File: config.mk
export PLATFORM = sky130hd
export DESIGN_NAME = rf_wb_arbiter
export DESIGN_NICKNAME = d
export VERILOG_FILES = /design/src/rtl/rf_wb_arbiter_pkg.sv /design/src/rtl/rf_wb_fifo.sv /design/src/rtl/rf_wb_arbiter.sv
export SDC_FILE = /design/constraint.sdc
export NUM_CORES = 1
export LEC_CHECK = 0
export BUFFER_PORTS_ARGS = -buffer_cell sky130_fd_sc_hd__clkbuf_2
export CORE_MARGIN = 1
export CORE_UTILIZATION = 35
export CTS_BUF_LIST = sky130_fd_sc_hd__clkbuf_8 sky130_fd_sc_hd__clkbuf_16
export CTS_CLUSTER_DIAMETER = 80
export CTS_CLUSTER_SIZE = 14
export DETAILED_ROUTE_END_ITERATION = 10
export GPL_TIMING_DRIVEN = 0
export PLACE_DENSITY = 0.71
export SLEW_MARGIN = 20
export SYNTH_ARGS = -nofsm -noshare
export SYNTH_HDL_FRONTEND = slang
export SYNTH_SLANG_ARGS = --single-unit
File: constraint.sdc
create_clock -name clk -period 4.3 [get_ports clk]
set_clock_uncertainty 0.15 [all_clocks]
set_input_delay 0.645 -clock clk [delete_from_list [all_inputs] [get_ports clk]]
set_output_delay 0.645 -clock clk [all_outputs]
set_load 0.1 [all_outputs]
File: src/rtl/rf_wb_arbiter_pkg.sv
// Shared types and widths for the register-file write-port arbiter.
// A write request travels packed as {pc, data, addr}.
package rf_wb_arbiter_pkg;

    localparam int DATA_W_DEF = 32;
    localparam int ADDR_W_DEF = 5;
    localparam int PC_W       = 32;

    typedef enum logic [1:0] {
        GRANT_NONE = 2'd0,
        GRANT_WB   = 2'd1,
        GRANT_FIFO = 2'd2
    } grant_e;

    function automatic int req_bus_w(input int data_w, input int addr_w);
        return PC_W + data_w + addr_w;
    endfunction

endpackage

File: src/rtl/rf_wb_fifo.sv
// Small synchronous FIFO for MDU results: same-cycle push+pop, no bypass.
// Pointers wrap naturally because DEPTH is a power of two.
module rf_wb_fifo #(
    parameter int W     = 42,
    parameter int DEPTH = 2
) (
    input  logic                       clk,
    input  logic                       reset,
    input  logic                       push,
    input  logic [W-1:0]               wdata,
    input  logic                       pop,
    output logic [W-1:0]               rdata,
    output logic [$clog2(DEPTH):0]     cnt,
    output logic                       full,
    output logic                       empty
);

    localparam int PTR_W = $clog2(DEPTH);
    localparam int CNT_W = PTR_W + 1;

    logic [W-1:0]     mem_r [DEPTH];
    logic [PTR_W-1:0] wr_ptr_r;
    logic [PTR_W-1:0] rd_ptr_r;
    logic [CNT_W-1:0] cnt_r;
    logic             push_ok_s;
    logic             pop_ok_s;

    assign full      = (cnt_r == CNT_W'(DEPTH));
    assign empty     = (cnt_r == {CNT_W{1'b0}});
    assign push_ok_s = push & ~full;
    assign pop_ok_s  = pop & ~empty;
    assign rdata     = mem_r[rd_ptr_r];
    assign cnt       = cnt_r;

    // Entry storage; contents are don't-care while the slot is unoccupied.
    always_ff @(posedge clk) begin
        if (push_ok_s) begin
            mem_r[wr_ptr_r] <= wdata;
        end
    end

    // Pointer and occupancy bookkeeping.
    always_ff @(posedge clk) begin
        if (reset) begin
            wr_ptr_r <= {PTR_W{1'b0}};
            rd_ptr_r <= {PTR_W{1'b0}};
            cnt_r    <= {CNT_W{1'b0}};
        end else begin
            if (push_ok_s) begin
                wr_ptr_r <= wr_ptr_r + PTR_W'(1);
            end
            if (pop_ok_s) begin
                rd_ptr_r <= rd_ptr_r + PTR_W'(1);
            end
            case ({push_ok_s, pop_ok_s})
                2'b10:   cnt_r <= cnt_r + CNT_W'(1);
                2'b01:   cnt_r <= cnt_r - CNT_W'(1);
                default: cnt_r <= cnt_r;
            endcase
        end
    end

endmodule

File: src/rtl/rf_wb_arbiter.sv
// Shares the single RF write port between the WB stage and queued MDU results:
// WB has priority, but a waiting MDU result is forced after STARVE_MAX WB wins.
module rf_wb_arbiter
    import rf_wb_arbiter_pkg::*;
#(
    parameter int DATA_W     = DATA_W_DEF,
    parameter int ADDR_W     = ADDR_W_DEF,
    parameter int FIFO_DEPTH = 2,
    parameter int STARVE_MAX = 3
) (
    input  logic                          clk,
    input  logic                          reset,
    input  logic                          wb_valid,
    input  logic                          wb_we,
    input  logic [ADDR_W-1:0]             wb_addr,
    input  logic [DATA_W-1:0]             wb_data,
    input  logic [PC_W-1:0]               wb_pc,
    output logic                          wb_ready,
    input  logic                          mdu_valid,
    input  logic [ADDR_W-1:0]             mdu_addr,
    input  logic [DATA_W-1:0]             mdu_data,
    input  logic [PC_W-1:0]               mdu_pc,
    output logic                          mdu_ready,
    output logic                          rf_we,
    output logic [ADDR_W-1:0]             rf_waddr,
    output logic [DATA_W-1:0]             rf_wdata,
    output logic [$clog2(FIFO_DEPTH):0]   fifo_cnt,
    output logic [PC_W-1:0]               debug_wb_pc,
    output logic [3:0]                    debug_wb_rf_wen,
    output logic [ADDR_W-1:0]             debug_wb_rf_wnum,
    output logic [DATA_W-1:0]             debug_wb_rf_wdata
);

    localparam int REQ_W = req_bus_w(DATA_W, ADDR_W);
    localparam int SC_W  = $clog2(STARVE_MAX + 1);
    localparam logic [SC_W-1:0] STARVE_LIM = SC_W'(STARVE_MAX);

    logic             wb_req_s;
    logic             fifo_req_s;
    logic             fifo_full_s;
    logic             fifo_empty_s;
    logic             mdu_push_s;
    logic             fifo_pop_s;
    grant_e           grant_s;
    logic [SC_W-1:0]  starve_cnt_r;
    logic [REQ_W-1:0] wb_bus_s;
    logic [REQ_W-1:0] mdu_bus_s;
    logic [REQ_W-1:0] fifo_bus_s;
    logic [REQ_W-1:0] sel_bus_s;

    assign wb_bus_s   = {wb_pc, wb_data, wb_addr};
    assign mdu_bus_s  = {mdu_pc, mdu_data, mdu_addr};
    assign wb_req_s   = wb_valid & wb_we;
    assign fifo_req_s = ~fifo_empty_s;

    // A full FIFO refuses the MDU even when it pops this cycle.
    assign mdu_ready  = ~reset & ~fifo_full_s;
    assign mdu_push_s = mdu_valid & mdu_ready;
    assign fifo_pop_s = (grant_s == GRANT_FIFO);
    assign wb_ready   = reset | ~wb_req_s | (grant_s == GRANT_WB);

    rf_wb_fifo #(
        .W     (REQ_W),
        .DEPTH (FIFO_DEPTH)
    ) u_fifo (
        .clk   (clk),
        .reset (reset),
        .push  (mdu_push_s),
        .wdata (mdu_bus_s),
        .pop   (fifo_pop_s),
        .rdata (fifo_bus_s),
        .cnt   (fifo_cnt),
        .full  (fifo_full_s),
        .empty (fifo_empty_s)
    );

    // Fixed priority to WB, overridden once the FIFO has waited STARVE_MAX wins.
    always_comb begin
        grant_s = GRANT_NONE;
        if (reset) begin
            grant_s = GRANT_NONE;
        end else if (fifo_req_s && (starve_cnt_r == STARVE_LIM)) begin
            grant_s = GRANT_FIFO;
        end else if (wb_req_s) begin
            grant_s = GRANT_WB;
        end else if (fifo_req_s) begin
            grant_s = GRANT_FIFO;
        end else begin
            grant_s = GRANT_NONE;
        end
    end

    // Counts WB wins taken while an MDU result was waiting.
    always_ff @(posedge clk) begin
        if (reset) begin
            starve_cnt_r <= {SC_W{1'b0}};
        end else if (grant_s == GRANT_FIFO) begin
            starve_cnt_r <= {SC_W{1'b0}};
        end else if ((grant_s == GRANT_WB) && fifo_req_s && (starve_cnt_r != STARVE_LIM)) begin
            starve_cnt_r <= starve_cnt_r + SC_W'(1);
        end else begin
            starve_cnt_r <= starve_cnt_r;
        end
    end

    // Route the granted request onto the write port; zero when idle.
    always_comb begin
        sel_bus_s = {REQ_W{1'b0}};
        case (grant_s)
            GRANT_WB:   sel_bus_s = wb_bus_s;
            GRANT_FIFO: sel_bus_s = fifo_bus_s;
            default:    sel_bus_s = {REQ_W{1'b0}};
        endcase
    end

    assign rf_waddr    = sel_bus_s[ADDR_W-1:0];
    assign rf_wdata    = sel_bus_s[ADDR_W +: DATA_W];
    assign debug_wb_pc = sel_bus_s[ADDR_W + DATA_W +: PC_W];
    // r0 writes are consumed but never reach the register file.
    assign rf_we       = (grant_s != GRANT_NONE) && (rf_waddr != {ADDR_W{1'b0}});

    assign debug_wb_rf_wen   = {4{rf_we}};
    assign debug_wb_rf_wnum  = rf_waddr;
    assign debug_wb_rf_wdata = rf_wdata;

endmodule

# After elaboration in Yosys (flattened, before gate mapping)

Memories as Yosys holds them, arrays and structs flattened. A register that Yosys moved wholly into a read port is not among the register bits.
Index checks and enable logic that the tools add are counted.

Add/sub/neg operators: 5
Equality and inequality tests: 7
Multiplexer cells: 10
Bitwise operators: 11
Reduce and logical (&&, ||, !) cells: 9

Operators by type and width:

| kind                  | number |
|---|---|
| $pmux W69 S2          | 1 |
| $eq A2 B2 Y1 const B  | 4 |
| $mux W2               | 4 |
| $and A1 B1 Y1         | 5 |
| $reduce_bool A5 Y1    | 1 |
| $add A2 B1 Y2 const B | 2 |
| $eq A2 B1 Y1 const B  | 2 |
| $logic_and A1 B1 Y1   | 4 |
| $mux W1               | 4 |
| $not A1 Y1            | 4 |
| $pmux W2 S2           | 1 |
| $reduce_bool A2 Y1    | 2 |
| $add A1 B1 Y1 const B | 2 |
| $logic_not A2 Y1      | 1 |
| $ne A2 B2 Y1 const B  | 1 |
| $or A1 B1 Y1          | 2 |
| $reduce_or A2 Y1      | 1 |
| $sub A2 B1 Y2 const B | 1 |

Register bits after elaboration: 6
Bits in writable memories: 138
Input bits: 143
Output and inout bits: 115
Word-level logic and storage cells: 47
Memories kept: 1

Memory list:

| memory       | words | bits a word | read ports | clocked after Yosys merged registers in | wr ports | RTL line         | text |
|---|---|---|---|---|---|---|---|
| u_fifo.mem_r | 2     | 69          | 1          | 1                                       | 1        | rf_wb_fifo.sv:21 | `logic [W-1:0] mem_r [DEPTH];` |

# Logic depth before layout (Yosys ltp)

Depth in word-level cells: 9
Depth in mapped cells: 12
Gate-level depth less buffers: 10

# By module

Synthesis repeated with hierarchy kept, for this count alone.

Cells, all modules: 468
Area, all modules: 6,667.6 um2

Modules (own cells, without submodules):

| module        | instances | cells each | area an instance (um2) | seq. area each (um2) |
|---|---|---|---|---|
| rf_wb_fifo    | 1         | 241        | 5,190.0                | 4,244.1 |
| rf_wb_arbiter | 1         | 227        | 1,477.7                | 40.0 |

# Worst setup path after synthesis

Ideal clock, no wire load.

Path type: register to output
Start: reg u_fifo.cnt_r[1], in the netlist u_fifo.cnt[1]
End: out debug_wb_rf_wen[0]
Data arrival time: 6.510 ns
Data required time: 3.505 ns
Path slack: -3.005 ns
Stages on the path, launching flop included: 10
Path buffers: 1
Path through: dfxtp_1 nor2_1 nor2_1 o21ai_0 ha_1 nand2_1 o21ai_0 nor4_1 a21oi_1 buf_4

Cells in the longest elaborated chain, start to end: 9
Elaborated cells between the ends (all ways): 13
Classes of those cells: 2 x eq/ne; 5 x mux; 1 x bitwise; 5 x reduce/logical

Ends and longest elaborated chain:

| element                                               | RTL line                                 | text |
|---|---|---|
| from (decl)                                           | rf_wb_fifo.sv:24                         | `logic [CNT_W-1:0] cnt_r;` |
| from (signal assigned)                                | rf_wb_fifo.sv:47                         | `cnt_r <= {CNT_W{1'b0}};` |
| from (signal assigned)                                | rf_wb_fifo.sv:56                         | `2'b10: cnt_r <= cnt_r + CNT_W'(1);` |
| from (signal assigned)                                | rf_wb_fifo.sv:57                         | `2'b01: cnt_r <= cnt_r - CNT_W'(1);` |
| $logic_not A2 Y1 *                                    | rf_wb_fifo.sv:29                         | `assign empty = (cnt_r == {CNT_W{1'b0}});` |
| $mux W2 / $not A1 Y1 (equally long branches)          | rf_wb_arbiter.sv:86, rf_wb_arbiter.sv:54 |  |
| $mux W2 / $logic_and A1 B1 Y1 (equally long branches) | rf_wb_arbiter.sv:84, rf_wb_arbiter.sv:82 |  |
| $mux W2 *                                             | rf_wb_arbiter.sv:82                      | `end else if (fifo_req_s && (starve_cnt_r == STARVE_LIM)) begin` |
| $mux W2 *                                             | rf_wb_arbiter.sv:80                      | `if (reset) begin` |
| $eq A2 B2 Y1 / $eq A2 B1 Y1 (equally long branches)   | rf_wb_arbiter.sv:109                     | `case (grant_s)` |
| $pmux W69 S2 *                                        | rf_wb_arbiter.sv:109                     |  |
| named net debug_wb_rf_wnum[2]                         | rf_wb_arbiter.sv:30                      | `output logic [ADDR_W-1:0] debug_wb_rf_wnum,` |
| $reduce_bool A5 Y1 *                                  | rf_wb_arbiter.sv:120                     | `assign rf_we = (grant_s != GRANT_NONE) && (rf_waddr != {ADDR_W{1'b0}});` |
| $logic_and A1 B1 Y1 *                                 | rf_wb_arbiter.sv:120                     |  |
| to (decl)                                             | rf_wb_arbiter.sv:29                      | `output logic [3:0] debug_wb_rf_wen,` |

The timed path passes the listed nets; every way through them passes the cells marked *.

# Worst setup path after layout

Start: reg starve_cnt_r[0]
End: out debug_wb_rf_wen[3]

Cells in the longest elaborated chain, start to end: 8
Elaborated cells between the ends (all ways): 10
Classes of those cells: 3 x eq/ne; 3 x mux; 4 x reduce/logical

Ends and longest elaborated chain:

| element                                             | RTL line             | text |
|---|---|---|
| from (decl)                                         | rf_wb_arbiter.sv:45  | `logic [SC_W-1:0] starve_cnt_r;` |
| from (signal assigned)                              | rf_wb_arbiter.sv:96  | `starve_cnt_r <= {SC_W{1'b0}};` |
| from (signal assigned)                              | rf_wb_arbiter.sv:98  | `starve_cnt_r <= {SC_W{1'b0}};` |
| from (signal assigned)                              | rf_wb_arbiter.sv:100 | `starve_cnt_r <= starve_cnt_r + SC_W'(1);` |
| $eq A2 B2 Y1 *                                      | rf_wb_arbiter.sv:82  |  |
| $logic_and A1 B1 Y1 *                               | rf_wb_arbiter.sv:82  |  |
| $mux W2 *                                           | rf_wb_arbiter.sv:82  |  |
| $mux W2 *                                           | rf_wb_arbiter.sv:80  |  |
| $eq A2 B2 Y1 / $eq A2 B1 Y1 (equally long branches) | rf_wb_arbiter.sv:109 |  |
| $pmux W69 S2                                        | rf_wb_arbiter.sv:109 |  |
| $reduce_bool A5 Y1                                  | rf_wb_arbiter.sv:120 |  |
| $logic_and A1 B1 Y1 *                               | rf_wb_arbiter.sv:120 |  |

Mark *: on every way between the ends. The rest lies on a longest branch, timed or not.

==> impl_metrics.prom <==
# TYPE chip_impl_metric gauge
chip_impl_metric{name="wl",unit="mm"} 16.20
chip_impl_metric{name="cts_max_path_buffers",unit=""} 2
chip_impl_metric{name="worstPathArrival",unit="ns"} 3.22
chip_impl_metric{name="layout_worst_path_cycle_share",unit="%"} 93.47
chip_impl_metric{name="maxClockFrequency",unit="MHz"} 248.8
chip_impl_metric{name="critical-path-max-stage-delay",unit="ns"} 0.41
chip_impl_metric{name="critical_path_required",unit="ns"} 3.50
chip_impl_metric{name="grt_antenna_before_repair",unit=""} 0
chip_impl_metric{name="worstPathMaxFanout",unit=""} 10
chip_impl_info{name="cts_tree",value="built"} 1
chip_impl_metric{name="holdBufCountCts",unit=""} 0
chip_impl_metric{name="globalRoute.totalOverflow",unit=""} 0
chip_impl_metric{name="design.die.area",unit="sq um"} 19890
chip_impl_metric{name="netlist_area",unit="sq um"} 6765
chip_impl_metric{name="cts_htree_levels",unit=""} 4
chip_impl_metric{name="cts_repair_resize_count",unit=""} 1
chip_impl_metric{name="worst_slack",unit="ns"} 0.2806
chip_impl_metric{name="report.final.slew_viol_count",unit=""} 0
chip_impl_metric{name="standard_cell_row_count",unit=""} 50
chip_impl_info{name="cell_at_the_root_of_the_clock_tree",value="sky130_fd_sc_hd__clkbuf_16"} 1
chip_impl_metric{name="floorplan.die.width",unit="um"} 141.0
chip_impl_info{name="ys_top_cells_by_count",value="sky130_fd_sc_hd__edfxtp_1 (138), sky130_fd_sc_hd__nor2b_1 (65), sky130_fd_sc_hd__a22oi_1 (64), sky130_fd_sc_hd__mux2_2 (54), sky130_fd_sc_hd__buf_4 (41)"} 1
chip_impl_metric{name="path_clk_slew",unit="ns"} 0.06
chip_impl_metric{name="cts.repair_timing.setup_buffer_count",unit=""} 0
chip_impl_metric{name="preCtsSetupSlack",unit="ns"} -0.1419
chip_impl_info{name="commonest_register_cell_after_synthesis",value="sky130_fd_sc_hd__edfxtp_1"} 1
chip_impl_metric{name="port_buffers",unit=""} 257
chip_impl_metric{name="grt_pass1_wl",unit="mm"} 24.67
chip_impl_metric{name="vias",unit=""} 4779
chip_impl_metric{name="place.detailed.hpwl",unit="mm"} 11.84
chip_impl_metric{name="leak",unit="nW"} 3.699
chip_impl_metric{name="routabilityCongestion",unit=""} 0.7262
chip_impl_info{name="synthTopCellsByArea",value="sky130_fd_sc_hd__edfxtp_1 (61%), sky130_fd_sc_hd__mux2_2 (9.0%), sky130_fd_sc_hd__a22oi_1 (7.1%)"} 1
chip_impl_info{name="synthMostInstantiatedCell",value="sky130_fd_sc_hd__edfxtp_1"} 1
chip_impl_metric{name="relSlewSlack",unit="%"} 46.16
chip_impl_metric{name="post_synth_top_area_share",unit="%"} 61.25
chip_impl_metric{name="insertion_delay",unit="ns"} 0.41
chip_impl_metric{name="syn_nets",unit=""} 616
chip_impl_metric{name="num_io_pins",unit=""} 258
chip_impl_metric{name="drtIter0Drc",unit=""} 204
chip_impl_metric{name="layout.core_utilization",unit="%"} 49.58
chip_impl_metric{name="detailed_place.area",unit="sq um"} 8676
chip_impl_info{name="run_status",value="complete, no violations"} 1
chip_impl_metric{name="hold_violations",unit=""} 0
chip_impl_metric{name="yosys_register_bits",unit=""} 145
chip_impl_metric{name="initial_cell_density_of_the_core",unit="%"} 35.93
chip_impl_metric{name="flow.area_growth_from_synthesis",unit="%"} 38.01
chip_impl_metric{name="power_density",unit="nW/um^2"} 400.8
chip_impl_metric{name="critical_path_buf_inv_count",unit=""} 4
chip_impl_metric{name="r2r_setup_slack",unit="ns"} 1.54
chip_impl_metric{name="power.ir.vdd_worst",unit="mV"} 0.2468
chip_impl_metric{name="post_synth_edffs",unit=""} 138
chip_impl_metric{name="final_layout_size_suffix_gt1_share",unit="%"} 59.97
chip_impl_info{name="critical_path.startpoint_type",value="register"} 1
chip_impl_info{name="critical_path.cell_chain",value="ha_1 > o21ai_0 > ha_1 > buf_2 > buf_2 > nand3_1 > o21ai_4 > nor4_2 > a21oi_4 > buf_12 > buf_2"} 1
chip_impl_metric{name="post_drt_wl_per_cell",unit="um"} 15.85
chip_impl_metric{name="cts.sinks",unit=""} 145
chip_impl_info{name="rsz0062_at_grt",value="false"} 1
chip_impl_metric{name="vias_in_the_first_global_route",unit=""} 4758
chip_impl_metric{name="firstDrtPassIters",unit=""} 4
chip_impl_metric{name="yosysUniqueCellTypes",unit=""} 29
chip_impl_info{name="cp_top_family",value="buffers and inverters"} 1
chip_impl_metric{name="grt_usage",unit="%"} 16.63
chip_impl_info{name="critPathMostFrequentCell",value="sky130_fd_sc_hd__buf_2"} 1
chip_impl_metric{name="asyncSetResetFlopFracSynth",unit="%"} 0
chip_impl_metric{name="drc",unit=""} 0
chip_impl_metric{name="fp.coreArea",unit="sq um"} 18830
chip_impl_metric{name="antenna_cells",unit=""} 0
chip_impl_metric{name="report.final.setup_viol",unit=""} 0
chip_impl_metric{name="maximum_number_of_pins_on_one_net_before_global_route_repair",unit=""} 25
chip_impl_metric{name="final.min_clock_period",unit="ns"} 4.019
chip_impl_metric{name="nets",unit=""} 897
chip_impl_metric{name="worst_slew_pin_slew",unit="ns"} 0.8057
chip_impl_metric{name="die_h",unit="um"} 141.0
chip_impl_metric{name="drv.max_cap_violation_count",unit=""} 0
chip_impl_metric{name="synth_cells",unit=""} 468
chip_impl_metric{name="drt-vias-per-instance",unit=""} 4.676
chip_impl_info{name="slowest_stage",value="sky130_fd_sc_hd__buf_2"} 1
chip_impl_info{name="hold_path_class",value="in -> reg"} 1
chip_impl_metric{name="numCtsBuffers",unit=""} 17
chip_impl_metric{name="avgSynthCellArea",unit="sq um"} 14.46
chip_impl_info{name="critPathCaptureType",value="output pin"} 1
chip_impl_info{name="timing_worst_setup_path_type",value="reg -> out"} 1
chip_impl_metric{name="ys_seq_area_share",unit="%"} 63.33
chip_impl_metric{name="fin_area",unit="sq um"} 9336
chip_impl_info{name="post-synth-top-area-cell",value="sky130_fd_sc_hd__edfxtp_1"} 1
chip_impl_metric{name="postRouteAntennaNets",unit=""} 0
chip_impl_metric{name="count_of_warnings_emitted_by_yosys",unit=""} 0
-- placed cells by master (no fill, tap or decap), types with 5 or more instances in the layout --
master	n
sky130_fd_sc_hd__clkbuf_2	258
sky130_fd_sc_hd__edfxtp_1	138
sky130_fd_sc_hd__dfxtp_1	5
sky130_fd_sc_hd__buf_4	38
sky130_fd_sc_hd__nor2_1	7
sky130_fd_sc_hd__buf_12	6
sky130_fd_sc_hd__ha_1	5
sky130_fd_sc_hd__bufinv_16	5
sky130_fd_sc_hd__mux2_4	10
sky130_fd_sc_hd__a22oi_1	64
sky130_fd_sc_hd__clkbuf_16	17
sky130_fd_sc_hd__buf_2	10
sky130_fd_sc_hd__nor2b_1	33
sky130_fd_sc_hd__nor2b_2	32
sky130_fd_sc_hd__mux2_2	54
sky130_fd_sc_hd__clkbuf_1	15
sky130_fd_sc_hd__mux2i_1	5
sky130_fd_sc_hd__inv_1	7
-- metrics by stage --
step	cells	setup TNS [ns]	total power, mW	hold slack (ns)
2_1_floorplan	468	-0.2990	2.025	0.3313
3_3_place_gp	985	-43.54	2.171	0.3451
3_5_place_dp	990	-1.025	2.190	0.3673
4_1_cts	1022	0	3.783	0.2472
5_1_grt	1022	0	3.879	0.2467
6_report	1022	0	3.742	0.2647
-- cell type report --
type / instances / area [sq um]
clock inverter: 15 / 217.7
multi-input combinational: 244 / 2148
sequential: 145 / 4292
timing repair buffer: 262 / 1399
tap: 260 / 325.3
clock buffer: 17 / 425.4
buffer: 73 / 506.7
inverter: 6 / 22.52
fill: 1644 / 9494
-- power breakdown --
| group | total, mW | internal, mW | switching (mW) |
|---|---|---|---|
| logic | 0.535 | 0.179 | 0.355 |
| clock network | 1.59 | 1.03 | 0.560 |
| registers | 1.62 | 1.61 | 0.0137 |
| total | 3.74 | 2.81 | 0.929 |
-- registers in the layout (all words and copies together) (netlist names), named ones only --
register,flops
u_fifo.rd_ptr_r,1
starve_cnt_r,2
u_fifo.wr_ptr_r,1
u_fifo.cnt,2
u_fifo.mem_r,138
-- cells by family (layout without fill, tap and decap cells) --
group,Yosys count,after routing,share of synthesized area [%]
buffers and inverters,79,373,7.250
DFF,145,145,63.33
AOI/OAI and AO/OA,76,76,8.101
and+or+nand+nor,88,88,7.638
xor gates and xnor gates,5,5,0.6473
muxes,70,70,12.11
adders and majority gates,5,5,0.9247
-- path summary, 6_finish.rpt --
check | startpoint | to | cells past startpoint
hold reg to reg | u_fifo.cnt[1] | u_fifo.cnt[1] | 2
setup / recovery | starve_cnt_r[0] | debug_wb_rf_wen[3] | 11
setup reg to reg | starve_cnt_r[0] | u_fifo.cnt[1] | 10
hold / removal | mdu_pc[2] | u_fifo.mem_r[0][39] | 1
-- per-layer routing --
layer	part of all wire (%)	vias up	global-route usage, %
met4	1.7	0	6.407
met5	0	-	0
met2	50	195	28.93
met1	42	2278	19.27
li1	-	2285	-
met3	6.4	21	4.891
(Power assumes the default switching activity.)
